### src/rtl/dmem_arb_pkg.sv
`default_nettype none
// ============================================================================
// Module   : dmem_arb_pkg
// Brief    : Shared types and constants for the data-memory arbiter.
// Revision : 1.0 - initial release
// ============================================================================
package dmem_arb_pkg;

    typedef enum logic [1:0] {
        IDLE   = 2'd0,
        ACCESS = 2'd1,
        DONE   = 2'd2
    } state_t;

    localparam logic GNT_CPU = 1'b0;
    localparam logic GNT_DBG = 1'b1;

    localparam int WCNT_W = 4;

endpackage
`default_nettype wire

### src/rtl/dmem_arbiter_rr_arb2.sv
`default_nettype none
// ============================================================================
// Module   : rr_arb2
// Brief    : Combinational two-way round-robin pick (bit 0 = cpu, bit 1 = dbg).
// Revision : 1.0 - initial release
// ============================================================================
module rr_arb2
    import dmem_arb_pkg::*;
(
    input  logic [1:0] req,
    input  logic       last_grant,
    output logic       gnt_valid,
    output logic       gnt_id
);

    always_comb begin
        gnt_valid = |req;
        gnt_id    = GNT_CPU;
        // On a tie the port that did not win last time takes the slot.
        if (req[GNT_DBG] && (!req[GNT_CPU] || (last_grant == GNT_CPU))) begin
            gnt_id = GNT_DBG;
        end
    end

endmodule
`default_nettype wire

### src/rtl/dmem_arbiter.sv
`default_nettype none
// ============================================================================
// Module   : dmem_arbiter
// Brief    : Shares one single-port data memory between the cpu MEM stage and
//            a debug/loader port with round-robin arbitration and wait states.
//            Optional macro DMEM_ARB_ALIGN_CHECK_EN adds misalignment errors.
// Revision : 1.0 - initial release
// ============================================================================
module dmem_arbiter
    import dmem_arb_pkg::*;
#(
    parameter int ADDR_W      = 32,
    parameter int DATA_W      = 32,
    parameter int WAIT_CYCLES = 1
) (
    input  logic              clk,
    input  logic              reset,
    input  logic              cpu_req,
    input  logic              cpu_we,
    input  logic [ADDR_W-1:0] cpu_addr,
    input  logic [DATA_W-1:0] cpu_wdata,
    output logic [DATA_W-1:0] cpu_rdata,
    output logic              cpu_ack,
    output logic              cpu_stall,
    input  logic              dbg_req,
    input  logic              dbg_we,
    input  logic [ADDR_W-1:0] dbg_addr,
    input  logic [DATA_W-1:0] dbg_wdata,
    output logic [DATA_W-1:0] dbg_rdata,
    output logic              dbg_ack,
`ifdef DMEM_ARB_ALIGN_CHECK_EN
    output logic              cpu_err,
    output logic              dbg_err,
`endif
    output logic              mem_read,
    output logic              mem_write,
    output logic [ADDR_W-1:0] mem_addr,
    output logic [DATA_W-1:0] mem_wdata,
    input  logic [DATA_W-1:0] mem_rdata,
    output logic              busy
);

    localparam logic [WCNT_W-1:0] c_WAIT_LOAD = WCNT_W'(WAIT_CYCLES - 1);

    state_t              r_state;
    logic [WCNT_W-1:0]   r_wcnt;
    logic                r_last_grant;
    logic                r_gnt_id;
    logic                r_we;
    logic                r_mem_read;
    logic                r_mem_write;
    logic [ADDR_W-1:0]   r_mem_addr;
    logic [DATA_W-1:0]   r_mem_wdata;
    logic [DATA_W-1:0]   r_cpu_rdata;
    logic [DATA_W-1:0]   r_dbg_rdata;
    logic                r_cpu_ack;
    logic                r_dbg_ack;
`ifdef DMEM_ARB_ALIGN_CHECK_EN
    logic                r_cpu_err;
    logic                r_dbg_err;
`endif

    logic                w_gnt_valid;
    logic                w_gnt_id;
    logic                w_sel_we;
    logic [ADDR_W-1:0]   w_sel_addr;
    logic [DATA_W-1:0]   w_sel_wdata;
    logic                w_misaligned;

    rr_arb2 u_rr_arb2 (
        .req        ({dbg_req, cpu_req}),
        .last_grant (r_last_grant),
        .gnt_valid  (w_gnt_valid),
        .gnt_id     (w_gnt_id)
    );

    assign w_sel_we    = (w_gnt_id == GNT_DBG) ? dbg_we    : cpu_we;
    assign w_sel_addr  = (w_gnt_id == GNT_DBG) ? dbg_addr  : cpu_addr;
    assign w_sel_wdata = (w_gnt_id == GNT_DBG) ? dbg_wdata : cpu_wdata;

`ifdef DMEM_ARB_ALIGN_CHECK_EN
    assign w_misaligned = (w_sel_addr[1:0] != 2'b00);
`else
    assign w_misaligned = 1'b0;
`endif

    always_ff @(posedge clk) begin
        if (reset) begin
            r_state      <= IDLE;
            r_wcnt       <= '0;
            r_last_grant <= GNT_DBG;
            r_gnt_id     <= GNT_CPU;
            r_we         <= 1'b0;
            r_mem_read   <= 1'b0;
            r_mem_write  <= 1'b0;
            r_mem_addr   <= '0;
            r_mem_wdata  <= '0;
            r_cpu_rdata  <= '0;
            r_dbg_rdata  <= '0;
            r_cpu_ack    <= 1'b0;
            r_dbg_ack    <= 1'b0;
`ifdef DMEM_ARB_ALIGN_CHECK_EN
            r_cpu_err    <= 1'b0;
            r_dbg_err    <= 1'b0;
`endif
        end else begin
            r_cpu_ack <= 1'b0;
            r_dbg_ack <= 1'b0;
`ifdef DMEM_ARB_ALIGN_CHECK_EN
            r_cpu_err <= 1'b0;
            r_dbg_err <= 1'b0;
`endif
            case (r_state)
                IDLE: begin
                    if (w_gnt_valid) begin
                        r_gnt_id     <= w_gnt_id;
                        r_last_grant <= w_gnt_id;
                        r_we         <= w_sel_we;
                        r_mem_addr   <= w_sel_addr;
                        r_mem_wdata  <= w_sel_wdata;
                        r_wcnt       <= c_WAIT_LOAD;
                        if (w_misaligned) begin
                            // Misaligned access never touches the bank.
                            r_state <= DONE;
                            if (w_gnt_id == GNT_DBG) r_dbg_ack <= 1'b1;
                            else                     r_cpu_ack <= 1'b1;
`ifdef DMEM_ARB_ALIGN_CHECK_EN
                            if (w_gnt_id == GNT_DBG) r_dbg_err <= 1'b1;
                            else                     r_cpu_err <= 1'b1;
`endif
                        end else begin
                            r_state     <= ACCESS;
                            r_mem_read  <= ~w_sel_we;
                            r_mem_write <= w_sel_we;
                        end
                    end
                end
                ACCESS: begin
                    if (r_wcnt == '0) begin
                        if (!r_we) begin
                            if (r_gnt_id == GNT_DBG) r_dbg_rdata <= mem_rdata;
                            else                     r_cpu_rdata <= mem_rdata;
                        end
                        if (r_gnt_id == GNT_DBG) r_dbg_ack <= 1'b1;
                        else                     r_cpu_ack <= 1'b1;
                        r_mem_read  <= 1'b0;
                        r_mem_write <= 1'b0;
                        r_state     <= DONE;
                    end else begin
                        r_wcnt <= r_wcnt - WCNT_W'(1);
                    end
                end
                DONE: begin
                    r_state <= IDLE;
                end
                default: begin
                    r_state <= IDLE;
                end
            endcase
        end
    end

    assign cpu_rdata = r_cpu_rdata;
    assign dbg_rdata = r_dbg_rdata;
    assign cpu_ack   = r_cpu_ack;
    assign dbg_ack   = r_dbg_ack;
    assign cpu_stall = cpu_req & ~r_cpu_ack;
`ifdef DMEM_ARB_ALIGN_CHECK_EN
    assign cpu_err   = r_cpu_err;
    assign dbg_err   = r_dbg_err;
`endif
    assign mem_read  = r_mem_read;
    assign mem_write = r_mem_write;
    assign mem_addr  = r_mem_addr;
    assign mem_wdata = r_mem_wdata;
    assign busy      = (r_state != IDLE);

endmodule
`default_nettype wire

### config.mk
export PLATFORM = sky130hd
export DESIGN_NAME = dmem_arbiter
export DESIGN_NICKNAME = d
export VERILOG_FILES = /design/src/rtl/dmem_arb_pkg.sv /design/src/rtl/dmem_arbiter_rr_arb2.sv /design/src/rtl/dmem_arbiter.sv
export SDC_FILE = /design/constraint.sdc
export NUM_CORES = 1
export LEC_CHECK = 0
export CORE_MARGIN = 8
export CORE_UTILIZATION = 43
export CTS_CLUSTER_DIAMETER = 60
export DETAILED_ROUTE_END_ITERATION = 16
export GPL_ROUTABILITY_DRIVEN = 1
export PLACE_DENSITY = 0.89
export SYNTH_ARGS = -nofsm -noshare
export SYNTH_HDL_FRONTEND = slang
export SYNTH_SLANG_ARGS = --single-unit
### constraint.sdc
create_clock -name clk -period 3.2 [get_ports clk]
set_input_delay 0.96 -clock clk [delete_from_list [all_inputs] [get_ports clk]]
set_output_delay 0.96 -clock clk [all_outputs]
set_load 0.005 [all_outputs]
==> summary.md, run 1 <==
| Metric | Value |
|---|---|
| CTS max path bufs | `2` |
| Cells after synthesis | `557` |
| DRC | `0` |
| VDD IR-drop max | `0.3731 mV` |
| Final Hold Viols | `0` |
| Most used cell, CP | `clkdlybuf4s50_1` |
| Die width | `131.4 um` |
| Number of synthesized flops with an enable pin | `0` |
| Htree depth | `4` |
| YS warnings | `0` |
| Synth cell types | `35` |
| Antenna diodes | `0` |
| CP peak stage delay | `0.54 ns` |
| Post-Syn Area | `5722 um2` |
| Final Cycle Share | `97.95%` |
| Core Footprint | `13140 um2` |
| Setup crit start kind | `primary input` |
| CP cell instances | `clkdlybuf4s50_1, nor2b_1, clkdlybuf4s50_1` |
| Crit path kind | `primary input to primary output` |
| Asr flop ratio synth | `0%` |
| Worst-path fanout max | `2` |
| Most frequent cells in the layout | `clkdlybuf4s50_1 (298), dfxtp_1 (141), nand2_1 (135), a21oi_1 (68), mux2i_1 (65)` |
| Worst hold slack | `0.4515 ns` |
| I/O pin count | `300` |
| Finished layout cell area | `9393 um2` |
| Syn_area_per_cell | `10.27 um2` |
| WL final | `20400 um` |
| Die ar. | `17250 um2` |
| Clock slew at reported path FFs | `0.06 ns` |
| Share of layout cells above drive strength 1 | `11.25%` |
| DR WL/cell | `19.82 um` |
| Crit. End Element | `primary output` |
| Worst reg-to-reg path cell count | `7` |
| Dpl cells | `997` |
| Sequential fraction of the synthesis area | `49.33%` |
| Post-CTS resize count | `0` |
| Setup ws final | `0.06572 ns` |
| First-pass GRT wire length | `30990 um` |
| Outcome | `complete, no violations` |
| Final ANT Viol Nets | `0` |
| Dpl ws | `0.03798 ns` |
| Std-Cell Rows | `42` |
| Max Slew Vio Count | `0` |
| Reg2reg setup slack | `1.16 ns` |
| CTS tree | `yes` |
| Buffers on Ports | `299` |
| Syn Nets | `724` |
| GRT overflow | `0` |
| Clock Latency Late Sink | `0.41 ns` |
| Crit path max-delay cell type | `clkdlybuf4s50_1` |
| Hold Path Cell Cnt | `2` |
| Capture point of the worst reg-to-reg path | `cpu_rdata[0]$_SDFFE_PP0P_` |
| GRT Util Overall | `22.85%` |
| Slew at the pin closest to its max-slew limit | `1.063 ns` |
| Post-DP HPWL | `14880 um` |
| Vias in the first global route | `5256` |
| # fillers | `951` |
| Final #Nets | `1007` |
| Setup-failing EPs final | `0` |
| Starting density of the core | `43.55%` |
| Pin count of the biggest net entering global routing | `77` |
| Yosys reg bits | `141` |
| Initial antenna violation count | `0` |
| Worst hold path class | `flip-flop to flip-flop` |
| Final core occ | `71.50%` |
| Pwr dens | `530.3 nW/um2` |
| RSZ-0062 raised after global routing | `false` |
| Area Growth Syn to Fin | `64.16%` |
| Hold Buf Count CTS | `0` |
| Pre-antenna DRT Iters | `4` |
| DR iter-0 viols | `344` |
| Die height | `131.4 um` |
| Clock net sink count | `141` |
| Drt via density | `5.093` |
| Clock skew | `0.008867 ns` |
| Sequential cell area | `2823 um2` |
| Area post-placement | `8768 um2` |
| Max-Cap Viols | `0` |
| Most common cell after layout, fill and taps aside | `clkdlybuf4s50_1` |
| Aggregate negative setup slack | `0 ns` |
| Root buffer cell | `clkbuf_16` |
| Final non-filler cell total | `1029` |
| Total Power | `4.981 mW` |
| Hold Startpoint | `dbg_rdata[27]$_SDFFE_PP0P_` |
| Worst Path Required | `2.24 ns` |
| Routed vias | `5241` |
| Hold Path End | `dbg_rdata[27]$_SDFFE_PP0P_` |
| Pleak | `3.388 nW` |
| CP startpoint | `cpu_req` |
| CTS Buf Count | `17` |
| GPL Wtd Cong | `0.8253` |
| Post-CTS Setup Inserts | `0` |
| Critical path data arrival time | `2.17 ns` |
| Max Freq | `319.1 MHz` |
| Slew HR | `29.15%` |
| Reg2Reg Launch Point | `r_wcnt[0]$_SDFFE_PP0P_` |
| Multi-input logic area | `2638 um2` |
| Post-synth top flop | `dfxtp_1` |
| Min cycle time layout | `3.134 ns` |
sequential cells by signal, indices dropped and copies added, names as in the netlist:
signal,count
cpu_rdata,32
dbg_rdata,32
mem_addr,32
mem_wdata,32
r_wcnt,4
r_state,2
cpu_ack,1
dbg_ack,1
mem_read,1
mem_write,1
r_gnt_id,1
r_last_grant,1
r_we,1
how the worst max path moves through the flow:
stage	to	slack, ns
after floorplan	cpu_stall	1.15
after global placement	cpu_stall	0.03
after detailed placement	cpu_stall	0.04
after CTS	cpu_stall	0.03
after global routing	cpu_stall	0.008
final	cpu_stall	0.07
routing by layer:
metal  GRT usage (%)  wire length (um)  up-vias
met5               0                 0        -
met4           5.680               221        0
met3           9.794              1680       17
met2           40.35             10390      199
met1           24.62              8104     2494
li1                -                 -     2531
area by class of cell:
class | instances | share of cell area [%]
repair buffers | 308 | 32.80
flip-flops and latches | 141 | 30.05
multi-input cells | 370 | 28.08
clock buffers | 21 | 4.902
well taps | 176 | 2.344
clock inverters | 11 | 1.745
inverters | 2 | 0.07993
worst max-delay path: cells and delay by family:
| kind | cells | cell delay, ns |
|---|---|---|
| AND/OR/NAND/NOR | 1 | 0.20 |
| buffers and inverters | 2 | 1.02 |
power by group:
| group | switching [mW] | leakage, nW | internal [mW] |
|---|---|---|---|
| combinational | 0.381 | 1.93 | 0.540 |
| sequential | 0.0855 | 1.15 | 1.89 |
| clock | 0.745 | 0.303 | 1.34 |
logic make-up (layout without fill, tap and decap cells):
kind of cell / count (synthesis) / count (layout) / synth area share [%]
AO/OA/AOI/OAI: 139 / 139 / 22.11
XOR/XNOR: 1 / 1 / 0.1531
adder cells (fa/ha/maj): 1 / 1 / 0.2186
buffers and inverters: 46 / 342 / 4.855
flip-flops: 141 / 141 / 49.33
multiplexers: 65 / 65 / 11.37
AND/OR/NAND/NOR: 164 / 164 / 11.96
synth_stat cells (2+ instances only):
cell type,count,area [um2]
nor2_1,6,22.52
inv_1,2,7.510
o2bb2ai_2,50,750.7
o21ai_0,2,10.01
buf_6,11,123.9
buf_2,15,75.07
clkbuf_1,11,41.29
buf_1,6,22.52
nand3_1,2,10.01
nand2_1,135,506.7
mux2i_1,65,650.6
a21oi_1,68,340.3
dfxtp_1,141,2823
nand2b_1,3,18.77
nor2b_1,2,12.51
nor3_1,4,20.02
o2bb2ai_1,14,122.6
and2_1,3,18.77
No activity file was read; power rests on OpenSTA's default activity.
==> run 2: changes to the inputs <==
--- a/config.mk
+++ b/config.mk
@@ -5,12 +5,16 @@
 export SDC_FILE = /design/constraint.sdc
 export NUM_CORES = 1
 export LEC_CHECK = 0
+export ABC_CLOCK_PERIOD_IN_PS = 3200
+export CELL_PAD_IN_SITES_DETAIL_PLACEMENT = 1
+export CELL_PAD_IN_SITES_GLOBAL_PLACEMENT = 1
 export CORE_MARGIN = 8
-export CORE_UTILIZATION = 43
+export CORE_UTILIZATION = 31
 export CTS_CLUSTER_DIAMETER = 60
 export DETAILED_ROUTE_END_ITERATION = 16
 export GPL_ROUTABILITY_DRIVEN = 1
 export PLACE_DENSITY = 0.89
+export RECOVER_POWER = 50
 export SYNTH_ARGS = -nofsm -noshare
 export SYNTH_HDL_FRONTEND = slang
 export SYNTH_SLANG_ARGS = --single-unit
==> run 2 against run 1 <==
- the run now ends with capacitance limit, slew limit left
- critical path depth did not move
- worst hold slack got worse by 0.00060 ns
- sequential cell count did not move
- design area grew 0.48%
- global-route usage down 4.3 points
- largest cell class unchanged
==> summary.md, run 2 (same netlist as run 1, synthesis figures left out) <==
| Metric | Value |
|---|---|
| Die width | `151.9 um (+16%)` |
| Starting density of the core | `31.74% (-12 points)` |
| Hold Buf Count CTS | `0 (unchanged)` |
| CP peak stage delay | `0.51 ns (-0.03 ns)` |
| Slew HR | `-13.32% (-42 points)` |
| Reg2reg setup slack | `0.39 ns (-0.77 ns)` |
| Worst-path fanout max | `2 (unchanged)` |
| CTS max path bufs | `2 (unchanged)` |
| Buf/Inv on CP | `2 (unchanged)` |
| Aggregate negative setup slack | `0 ns (unchanged)` |
| Initial antenna violation count | `0 (unchanged)` |
| Area Growth Syn to Fin | `64.95%` |
| Final #Nets | `1008 (+0.099%)` |
| Sequential cell area | `2823 um2 (unchanged)` |
| Outcome | `finished, violations left` |
| Sequential share of power | `40.3% (+0.7 points)` |
| Final Cycle Share | `95.78% (-2.2 points)` |
| Clock slew at reported path FFs | `0.06 ns (about the same)` |
| Cell Int Power | `3.641 mW (-3.4%)` |
| Pleak | `3.559 nW (+5.1%)` |
| DRC | `0 (unchanged)` |
| Most common cell after layout, fill and taps aside | `clkdlybuf4s50_1` |
| Drt via density | `4.851 (-4.8%)` |
| Crit path kind | `primary input to primary output` |
| Slew at the pin closest to its max-slew limit | `1.700 ns (+0.6372 ns)` |
| First-pass GRT wire length | `33820 um (+9.2%)` |
| Post-CTS Setup Inserts | `0 (unchanged)` |
| Hold Path Cell Cnt | `2 (unchanged)` |
| Crit path max-delay cell type | `clkdlybuf4s50_1` |
| Std-Cell Rows | `49 (+17%)` |
| Antenna diodes | `0 (unchanged)` |
| # fillers | `1965 (+110%)` |
| GRT overflow | `0 (unchanged)` |
| Clock skew | `0.009833 ns (+0.0009654 ns)` |
| Share of layout cells above drive strength 1 | `10.90% (-0.35 points)` |
| Reg2Reg Launch Point | `r_wcnt[0]$_SDFFE_PP0P_` |
| Final core occ | `52.36% (-19 points)` |
| Post-CTS resize count | `0 (unchanged)` |
| Max Slew Vio Count | `66 (+66)` |
| Post-DP HPWL | `16950 um (+14%)` |
| Max-Cap Viols | `2 (+2)` |
| Final ANT Viol Nets | `0 (unchanged)` |
| Min cycle time layout | `3.065 ns (-0.06942 ns)` |
| RSZ-0062 raised after global routing | `false` |
| Critical path data arrival time | `2.10 ns (-0.07 ns)` |
| Buffers on Ports | `299 (unchanged)` |
| Clock net sink count | `141 (unchanged)` |
| Hold Path End | `cpu_rdata[21]$_SDFFE_PP0P_` |
| I/O pin count | `300 (unchanged)` |
| DR iter-0 viols | `132 (-62%)` |
| Max Freq | `326.3 MHz (+2.3%)` |
| CTS Buf Count | `17 (unchanged)` |
| Hold Startpoint | `cpu_rdata[21]$_SDFFE_PP0P_` |
| Pwr dens | `518.6 nW/um2 (-2.2%)` |
| Die height | `151.9 um (+16%)` |
| DR WL/cell | `20.50 um (+3.4%)` |
| Pin count of the biggest net entering global routing | `69 (-10%)` |
| Top Family by Delay on Critical Path | `buffers and inverters` |
| Vias in the first global route | `5659 (+7.7%)` |
| Capture point of the worst reg-to-reg path | `dbg_rdata[14]$_SDFFE_PP0P_` |
| Root buffer cell | `clkbuf_16` |
| GPL Wtd Cong | `0.7178 (-13%)` |
| VDD IR-drop max | `0.4000 mV (+7.2%)` |
| CTS tree | `yes` |
| Final Hold Viols | `0 (unchanged)` |
| Crit. End Element | `primary output` |
| Most used cell, CP | `clkdlybuf4s50_1` |
| Multi-input logic area | `2638 um2 (unchanged)` |
| Worst Path Required | `2.24 ns (about the same)` |
| Setup-failing EPs final | `0 (unchanged)` |
| Core Footprint | `18020 um2 (+37%)` |
| Clk pwr share | `40.9% (-1.0 points)` |
| WL final | `22180 um (+8.8%)` |
| Pre-antenna DRT Iters | `4 (unchanged)` |
| Clock Latency Late Sink | `0.41 ns (about the same)` |
| Most frequent cells in the layout | `clkdlybuf4s50_1 (235), dfxtp_1 (141), nand2_1 (135), a21oi_1 (68), mux2i_1 (65)` |
| Worst hold path class | `flip-flop to flip-flop` |
| Violated checks | `capacitance limit, slew limit` |
| CP cell instances | `clkdlybuf4s50_1, nor2b_1, clkdlybuf4s50_1` |
| Logic gate share of total power | `18.8% (+0.3 points)` |
| GRT Util Overall | `18.53% (-4.3 points)` |
| Routed vias | `5249 (+0.15%)` |
| Worst reg-to-reg path cell count | `7 (unchanged)` |
| Switching part of the total | `25.61% (+1.3 points)` |
| Setup crit start kind | `primary input` |
| Die ar. | `23060 um2 (+34%)` |
| Htree depth | `4 (unchanged)` |
| Psw | `1.253 mW (+3.5%)` |
## run 2: cell types whose count changed in the layout (fill, tap and decap cells not counted), sizes merged, moves of 2 or more
cell | before | now
clkdlybuf4s50 | 298 | 235
dlygate4sd3 | 0 | 63
inv | 3 | 5
buf | 10 | 8
clkinvlp | 2 | 4
## run 2: how the worst max path moves through the flow
stage / from / end / slack [ns] / cells past startpoint
after global placement: cpu_req / cpu_stall / 0.15 / 3
after CTS: cpu_req / cpu_stall / 0.11 / 3
after floorplan: cpu_req / cpu_stall / 1.15 / 1
after global routing: cpu_req / cpu_stall / 0.03 / 3
final: cpu_req / cpu_stall / 0.14 / 3
after detailed placement: cpu_req / cpu_stall / 0.11 / 3
## run 2: layout make-up
class / instances / share of cell area [%]
tap: 229 / 3.036
clock buffer: 18 / 4.547
multi-input combinational: 370 / 27.95
timing repair buffer: 309 / 32.73
clock inverter: 13 / 1.750
inverter: 2 / 0.07954
sequential: 141 / 29.91
## run 2: stage by stage
step / power, mW / hold slack (ns) / worst slack [ns] / area (um2) / std cells
6_report: 4.895 / 0.4509 / 0.1351 / 9438 / 1082
4_1_cts: 4.989 / 0.4542 / 0.1074 / 9449 / 1082
3_3_place_gp: 2.934 / 0.4403 / 0.1509 / 8855 / 1051
5_1_grt: 5.106 / 0.4714 / 0.02512 / 9438 / 1082
3_5_place_dp: 2.965 / 0.4457 / 0.1145 / 8855 / 1051
2_1_floorplan: 2.384 / 0.4378 / 1.149 / 5722 / 557
## run 2: power groups by stage
stage | combinational (mW) | clock, mW | sequential [mW]
3_3_place_gp | 0.930 | 0 | 2.00
2_1_floorplan | 0.374 | 0 | 2.01
5_1_grt | 0.984 | 2.13 | 1.99
4_1_cts | 0.959 | 2.06 | 1.97
6_report | 0.922 | 2.00 | 1.97
3_5_place_dp | 0.954 | 0 | 2.01
## run 2: per-layer routing
| layer | GRT usage [%] | up-vias | wire length [um] |
|---|---|---|---|
| met4 | 5.375 | 0 | 344 |
| met5 | 0 | - | 0 |
| met1 | 20.16 | 2521 | 9131 |
| met2 | 32.61 | 194 | 10950 |
| li1 | - | 2513 | - |
| met3 | 7.310 | 21 | 1761 |
## run 2: tightest hold or removal path: stages (launching register included)
cell     delay (ns)
dfxtp_1        0.30
nand2_1        0.05
a21oi_1        0.05
